`src/rtl/avalon_arbiter_2h.sv`:
```
// avalon_arbiter_2h
//   Shares one Avalon-MM agent (block RAM controller) between two Avalon hosts.
//   A grant covers a whole single or burst transaction, so beats from different
//   hosts never interleave. Arbitration costs one IDLE cycle before the first
//   downstream command.
//
// Optional build macro: ARB_FIXED_PRIORITY_EN
//   defined   : simultaneous requests always go to host 0 (host 1 may starve)
//   undefined : round-robin, simultaneous requests go to the host != last grant
//
// Ports
//   clk, reset              shared clock, synchronous active-high reset
//   a0_* / a1_*             agent side for host 0 / host 1:
//                           address, read, write, writedata, byteenable,
//                           burstcount in; readdata, readdatavalid, waitrequest out
//   h_*                     host side toward the RAM agent: address, read, write,
//                           writedata, byteenable, burstcount out;
//                           readdata, readdatavalid, waitrequest in
module avalon_arbiter_2h #(
  parameter int BURSTCOUNT_W = 4
) (
  input  logic                    clk,
  input  logic                    reset,
  input  logic [31:0]             a0_address_i,
  input  logic                    a0_read_i,
  input  logic                    a0_write_i,
  input  logic [31:0]             a0_writedata_i,
  input  logic [3:0]              a0_byteenable_i,
  input  logic [BURSTCOUNT_W-1:0] a0_burstcount_i,
  output logic [31:0]             a0_readdata_o,
  output logic                    a0_readdatavalid_o,
  output logic                    a0_waitrequest_o,
  input  logic [31:0]             a1_address_i,
  input  logic                    a1_read_i,
  input  logic                    a1_write_i,
  input  logic [31:0]             a1_writedata_i,
  input  logic [3:0]              a1_byteenable_i,
  input  logic [BURSTCOUNT_W-1:0] a1_burstcount_i,
  output logic [31:0]             a1_readdata_o,
  output logic                    a1_readdatavalid_o,
  output logic                    a1_waitrequest_o,
  output logic [31:0]             h_address_o,
  output logic                    h_read_o,
  output logic                    h_write_o,
  output logic [31:0]             h_writedata_o,
  output logic [3:0]              h_byteenable_o,
  output logic [BURSTCOUNT_W-1:0] h_burstcount_o,
  input  logic [31:0]             h_readdata_i,
  input  logic                    h_readdatavalid_i,
  input  logic                    h_waitrequest_i
);

  typedef struct packed {
    logic [31:0]             addr;
    logic                    read;
    logic                    write;
    logic [31:0]             wdata;
    logic [3:0]              be;
    logic [BURSTCOUNT_W-1:0] bc;
  } req_t;

  typedef enum logic [1:0] {IDLE, GRANT_RD, GRANT_WR} state_t;

  localparam logic [BURSTCOUNT_W-1:0] ONE = BURSTCOUNT_W'(1);

  req_t [1:0]              req;
  req_t                    sel;
  logic [1:0]              req_v;
  logic [1:0]              wait_v;
  logic [1:0]              rdv_v;

  // owner_q is only meaningful outside IDLE; IDLE itself means "no owner"
  state_t                  state_q;
  logic                    owner_q;
  logic                    rd_acc_q;   // read command of this grant already accepted
  logic [BURSTCOUNT_W-1:0] beat_cnt_q;
  logic [BURSTCOUNT_W-1:0] bc_q;
`ifndef ARB_FIXED_PRIORITY_EN
  logic                    last_grant_q;
`endif

  logic                    pick;
  logic                    cand_rd;
  logic [BURSTCOUNT_W-1:0] sel_bc;
  logic [BURSTCOUNT_W-1:0] beat_inc;
  logic                    rd_accept;
  logic                    wr_accept;
  logic                    rdv_fwd;
  logic                    wr_last;

  assign req[0] = {a0_address_i, a0_read_i, a0_write_i, a0_writedata_i,
                   a0_byteenable_i, a0_burstcount_i};
  assign req[1] = {a1_address_i, a1_read_i, a1_write_i, a1_writedata_i,
                   a1_byteenable_i, a1_burstcount_i};

  assign req_v[0] = a0_read_i | a0_write_i;
  assign req_v[1] = a1_read_i | a1_write_i;

`ifdef ARB_FIXED_PRIORITY_EN
  assign pick = ~req_v[0];
`else
  assign pick = (&req_v) ? ~last_grant_q : req_v[1];
`endif

  // read wins over write when a host drives both; the write waits for a later grant
  assign cand_rd  = pick ? req[1].read : req[0].read;

  assign sel      = req[owner_q];
  assign sel_bc   = (sel.bc == '0) ? ONE : sel.bc;
  assign beat_inc = beat_cnt_q + ONE;

  // downstream command: owner's fields straight through, strobes gated by state
  assign h_address_o    = sel.addr;
  assign h_writedata_o  = sel.wdata;
  assign h_byteenable_o = sel.be;
  assign h_burstcount_o = sel.bc;
  assign h_read_o       = ~reset & (state_q == GRANT_RD) & sel.read & ~rd_acc_q;
  assign h_write_o      = ~reset & (state_q == GRANT_WR) & sel.write;

  assign rd_accept = h_read_o & ~h_waitrequest_i;
  assign wr_accept = h_write_o & ~h_waitrequest_i;
  // readdatavalid outside an accepted read (IDLE, stale beats after reset) is dropped
  assign rdv_fwd   = ~reset & (state_q == GRANT_RD) & rd_acc_q & h_readdatavalid_i;
  // bc_q is not loaded yet on the first beat, so use the live burstcount there
  assign wr_last   = (beat_cnt_q == '0) ? (sel_bc == ONE) : (beat_inc == bc_q);

  // once the read is accepted the owner is held off: a second read cannot be
  // issued inside the same grant
  for (genvar i = 0; i < 2; i++) begin : g_host
    assign wait_v[i] = reset | (state_q == IDLE) | (owner_q != 1'(i)) |
                       ((state_q == GRANT_RD) & rd_acc_q) | h_waitrequest_i;
    assign rdv_v[i]  = rdv_fwd & (owner_q == 1'(i));
  end

  assign a0_waitrequest_o   = wait_v[0];
  assign a1_waitrequest_o   = wait_v[1];
  assign a0_readdatavalid_o = rdv_v[0];
  assign a1_readdatavalid_o = rdv_v[1];
  assign a0_readdata_o      = h_readdata_i;
  assign a1_readdata_o      = h_readdata_i;

  always_ff @(posedge clk) begin
    if (reset) begin
      state_q      <= IDLE;
      owner_q      <= 1'b0;
      rd_acc_q     <= 1'b0;
      beat_cnt_q   <= '0;
      bc_q         <= '0;
`ifndef ARB_FIXED_PRIORITY_EN
      last_grant_q <= 1'b1;
`endif
    end else begin
      case (state_q)
        IDLE: begin
          beat_cnt_q <= '0;
          rd_acc_q   <= 1'b0;
          if (|req_v) begin
            owner_q      <= pick;
`ifndef ARB_FIXED_PRIORITY_EN
            last_grant_q <= pick;
`endif
            state_q      <= cand_rd ? GRANT_RD : GRANT_WR;
          end
        end
        GRANT_RD: begin
          if (rd_accept) begin
            bc_q     <= sel_bc;
            rd_acc_q <= 1'b1;
          end
          if (rdv_fwd) begin
            beat_cnt_q <= beat_inc;
            if (beat_inc == bc_q) state_q <= IDLE;
          end
        end
        GRANT_WR: begin
          // a released write just idles here until the remaining beats arrive
          if (wr_accept) begin
            beat_cnt_q <= beat_inc;
            if (beat_cnt_q == '0) bc_q <= sel_bc;
            if (wr_last) state_q <= IDLE;
          end
        end
        default: state_q <= IDLE;
      endcase
    end
  end

endmodule

```
`config.mk`:
```
export PLATFORM = sky130hd
export DESIGN_NAME = avalon_arbiter_2h
export DESIGN_NICKNAME = d
export VERILOG_FILES = /design/src/rtl/avalon_arbiter_2h.sv
export SDC_FILE = /design/constraint.sdc
export NUM_CORES = 1
export LEC_CHECK = 0
export CORE_AREA = 2 2 125 127
export CTS_BUF_LIST = sky130_fd_sc_hd__clkbuf_4 sky130_fd_sc_hd__clkbuf_8
export DETAILED_ROUTE_END_ITERATION = 12
export DIE_AREA = 0 0 127 129
export PLACE_DENSITY = 0.57
export SLEW_MARGIN = 25
export SYNTH_ARGS = -nofsm -noshare
export SYNTH_HDL_FRONTEND = slang
export SYNTH_SLANG_ARGS = --single-unit
```
`constraint.sdc`:
```
create_clock -name clk -period 2.3 [get_ports clk]
set_input_delay 0.46 -clock clk [delete_from_list [all_inputs] [get_ports clk]]
set_output_delay 0.46 -clock clk [all_outputs]
set_load 0.02 [all_outputs]
```
==> results by group, run 1 <==
Run
  • Max-cap violations: 0

Logic synthesis
  • Post-Syn Area per Cell: 8.71 sq um
  • Adder-cell share of the synthesized area: 3.39%
  • Top-area cell type share of the netlist area: 36.1%
  • Dominant cell type by area after synthesis: mux2_2
  • Post-synthesis mux area share: 39.5%
  • #FFs+latches synth: 13
  • Warnings, synthesis: 0
  • Synth Area in Compound Gates: 8.26%
  • Number of flops mapped to enable cells by yosys: 0
  • Post-synthesis sequential area ratio: 11.8%
  • Synth unique cells: 39
  • Post-synth top flop: dfxtp_1
  • Largest cells by area after synthesis: mux2_2 (36%), buf_4 (22%), dfxtp_1 (12%), ha_1 (3.4%), mux2i_1 (2.7%)
  • Cell with the most instances after synthesis: mux2_2
  • Fraction of registers with async set/reset: 0%
  • List of most frequent post-synthesis cells: mux2_2 (71), buf_4 (64), dfxtp_1 (13), nor2_1 (11), clkbuf_1 (10)
  • Xor/xnor share of the synthesized area: 2.38%
  • Mapped Cells: 254
  • Combinational family with the most area after synthesis: multiplexers
  • Area share of and/or/nand/nor cells after synthesis: 9.22%
  • Syn_nets: 444
  • Synthesized cell area: 0.00221 sq mm

Min path
  • Hold endpoint: beat_cnt_q[3]
  • Worst min path class: flop to flop
  • Min-Delay Path Depth: 2
  • Hold Path Origin: beat_cnt_q[3]

Routing
  • Via density per instance: 4.04
  • Post-DR wirelength/cell: 19.1 um
  • First drt pass iteration count: 6
  • Routed vias: 2560
  • DRT Wirelength: 12.1 mm
  • DRC viols: 0
  • Final ANT Viol Nets: 0
  • DR iter-0 viols: 139

Global route
  • First-pass GRT wire length: 16.4 mm
  • Aggregate global routing overflow: 0
  • Largest net degree at the start of global routing: 29
  • Total GRT Usage: 13.5%
  • Initial antenna violation count: 4
  • Vias in the first global route: 2635

Placement
  • Hpwl dp: 10.3 mm
  • IO Port Bufs: 229
  • Post-DP Area: 0.00442 sq mm
  • Setup WS pre-CTS: -344 ps
  • Placed instance count: 622
  • Final Wtd Congestion: 0.835

Timing
  • # setup viols final: 0
  • Fin. max-slew vios: 0
  • Hold Fails Final Rpt: 0
  • Tmin final: 2240 ps
  • Fmax: 446 MHz
  • WHS: 520 ps
  • Worst slew pin tran: 563 ps
  • Setup_tns: 0 ps
  • Setup WS post-layout: 58.6 ps
  • Relative slew slack: 61.9%
  • Setup Skew: 4.33 ps
  • Final cycle utilization of the critical path: 97.5%

Clock network
  • Clk slew on worst S/H paths: 60 ps
  • Clk buf depth: 2
  • Clk Latency, worst-skew pair: 240 ps
  • Clock buffers created by TritonCTS: 3
  • CTS tree: yes
  • CTS root buf: clkbuf_8
  • CTS Sinks: 13
  • CTS H-Tree Depth: 1

Die
  • Chip width: 127 um
  • Die Footprint: 0.0164 sq mm
  • Row count: 45
  • Die H: 129 um
  • Initial core utilization: 14.8%
  • Ports: 326
  • Core area: 0.0150 sq mm

Critical path
  • CP endpoint kind: flop
  • WS Path Type: flop to flop
  • Crit path max fanout: 4
  • Worst r2r src: owner_q
  • RR Endpoint: state_q[1]
  • Critical Path RT: 2440 ps
  • R2R depth: 7
  • Arr. time, crit path: 2390 ps
  • Crit start category: flop
  • Flop2flop setup slack: 60 ps

Cells and area
  • Share of layout cells above drive strength 1: 26.5%
  • Post-route insts no fill: 634
  • Finished Cell Area: 0.00455 sq mm
  • Utilization after layout: 30.4%
  • Fillers: 1625
  • Nets@finish: 636
  • Area growth from synthesis to layout: 106%

Power and ir drop
  • Power, Total: 3.22 mW
  • Leakage: 2.01 nW
  • PwrDens: 708 mW/mm^2
  • VDD IR-drop max: 276 uV

Outcome
  • Status: finished clean
flip-flops by register name, indices dropped and copies added (netlist names):
| register | cells |
|---|---|
| last_grant_q | 1 |
| beat_cnt_q | 4 |
| rd_acc_q | 1 |
| bc_q | 4 |
| state_q | 2 |
| owner_q | 1 |
report_power, final:
part,switching [mW],internal (mW),leakage [nW],total (mW)
registers,0.0507,0.285,0.107,0.336
clock network,0.0845,0.134,0.0262,0.219
logic,1.29,1.38,1.88,2.67
layout make-up:
cell class | instances | area [sq um] | area share, %
well taps | 188 | 235 | 5.17
flip-flops and latches | 13 | 264 | 5.80
inverters | 9 | 33.8 | 0.743
repair buffers | 262 | 2540 | 55.9
multi-input cells | 157 | 1420 | 31.2
clock buffers | 4 | 48.8 | 1.07
diodes | 1 | 2.50 | 0.0550
cell usage in the layout, fill, tap and decap left out, types with 2 or more instances in the layout:
| cell type | count |
|---|---|
| or3_1 | 2 |
| clkbuf_2 | 2 |
| nor2_1 | 11 |
| ha_1 | 6 |
| xor2_1 | 2 |
| or3b_2 | 2 |
| clkbuf_8 | 3 |
| dfxtp_1 | 12 |
| nand3_1 | 3 |
| a21oi_1 | 8 |
| o311ai_1 | 2 |
| a41oi_1 | 2 |
| xnor2_1 | 4 |
| nand2_1 | 8 |
| buf_4 | 31 |
| dlygate4sd2_1 | 47 |
| mux2_2 | 71 |
| nor3_1 | 5 |
| mux2i_1 | 6 |
| dlymetal6s2s_1 | 23 |
| o211ai_1 | 2 |
| clkdlybuf4s50_1 | 157 |
| o21ai_0 | 5 |
| inv_1 | 9 |
worst max-delay path by stage:
stage,from,endpoint,slack [ps],depth (start not counted)
after floorplan,owner_q,a1_readdatavalid_o,180,5
after global placement,reset,a0_waitrequest_o,-360,5
after detailed placement,reset,a0_waitrequest_o,-340,5
after CTS,state_q[0],a0_waitrequest_o,-20,6
after global routing,owner_q,state_q[1],-50,7
final,owner_q,state_q[1],60,7
repair_timing:
action / CTS / global route
setup buffers: 7 / 0
hold buffers: 0 / 0
endpoints found under the hold margin: 0 / 0
setup endpoints to repair: 69 / 33
resized for setup: 51 / 32
worst max-delay path, cell delays in order (launching register included):
cell and delay [ps]:
dfxtp_4 350, buf_4 170, buf_4 140, mux2_4 290
o21bai_1 200, a221o_1 320, or3_1 360, o41ai_2 300
layer usage:
| metal | part of all wire (%) | vias to the layer above | global-route usage (%) |
|---|---|---|---|
| met2 | 51 | 178 | 24.6 |
| met4 | 0.41 | 4 | 1.68 |
| li1 | - | 1218 | - |
| met1 | 36 | 1146 | 14.1 |
| met5 | 0.16 | - | 0 |
| met3 | 12 | 14 | 7.11 |
logic make-up after synthesis:
| kind of cell | count (synthesis) |
|---|---|
| AOI/OAI and AO/OA | 27 |
| xor gates and xnor gates | 6 |
| adders and majority gates | 6 |
| buffers and inverters | 84 |
| DFF | 13 |
| muxes | 78 |
| and+or+nand+nor | 40 |
Note: power is estimated with default switching activity, not from simulation.
==> inputs of run 2 (changes only) <==
--- a/config.mk
+++ b/config.mk
@@ -5,6 +5,7 @@
 export SDC_FILE = /design/constraint.sdc
 export NUM_CORES = 1
 export LEC_CHECK = 0
+export CAP_MARGIN = 10
 export CORE_AREA = 2 2 125 127
 export CTS_BUF_LIST = sky130_fd_sc_hd__clkbuf_4 sky130_fd_sc_hd__clkbuf_8
 export DETAILED_ROUTE_END_ITERATION = 12
==> results of run 2 <==
The final DEF is identical to that of run 1; final timing and power are the same.
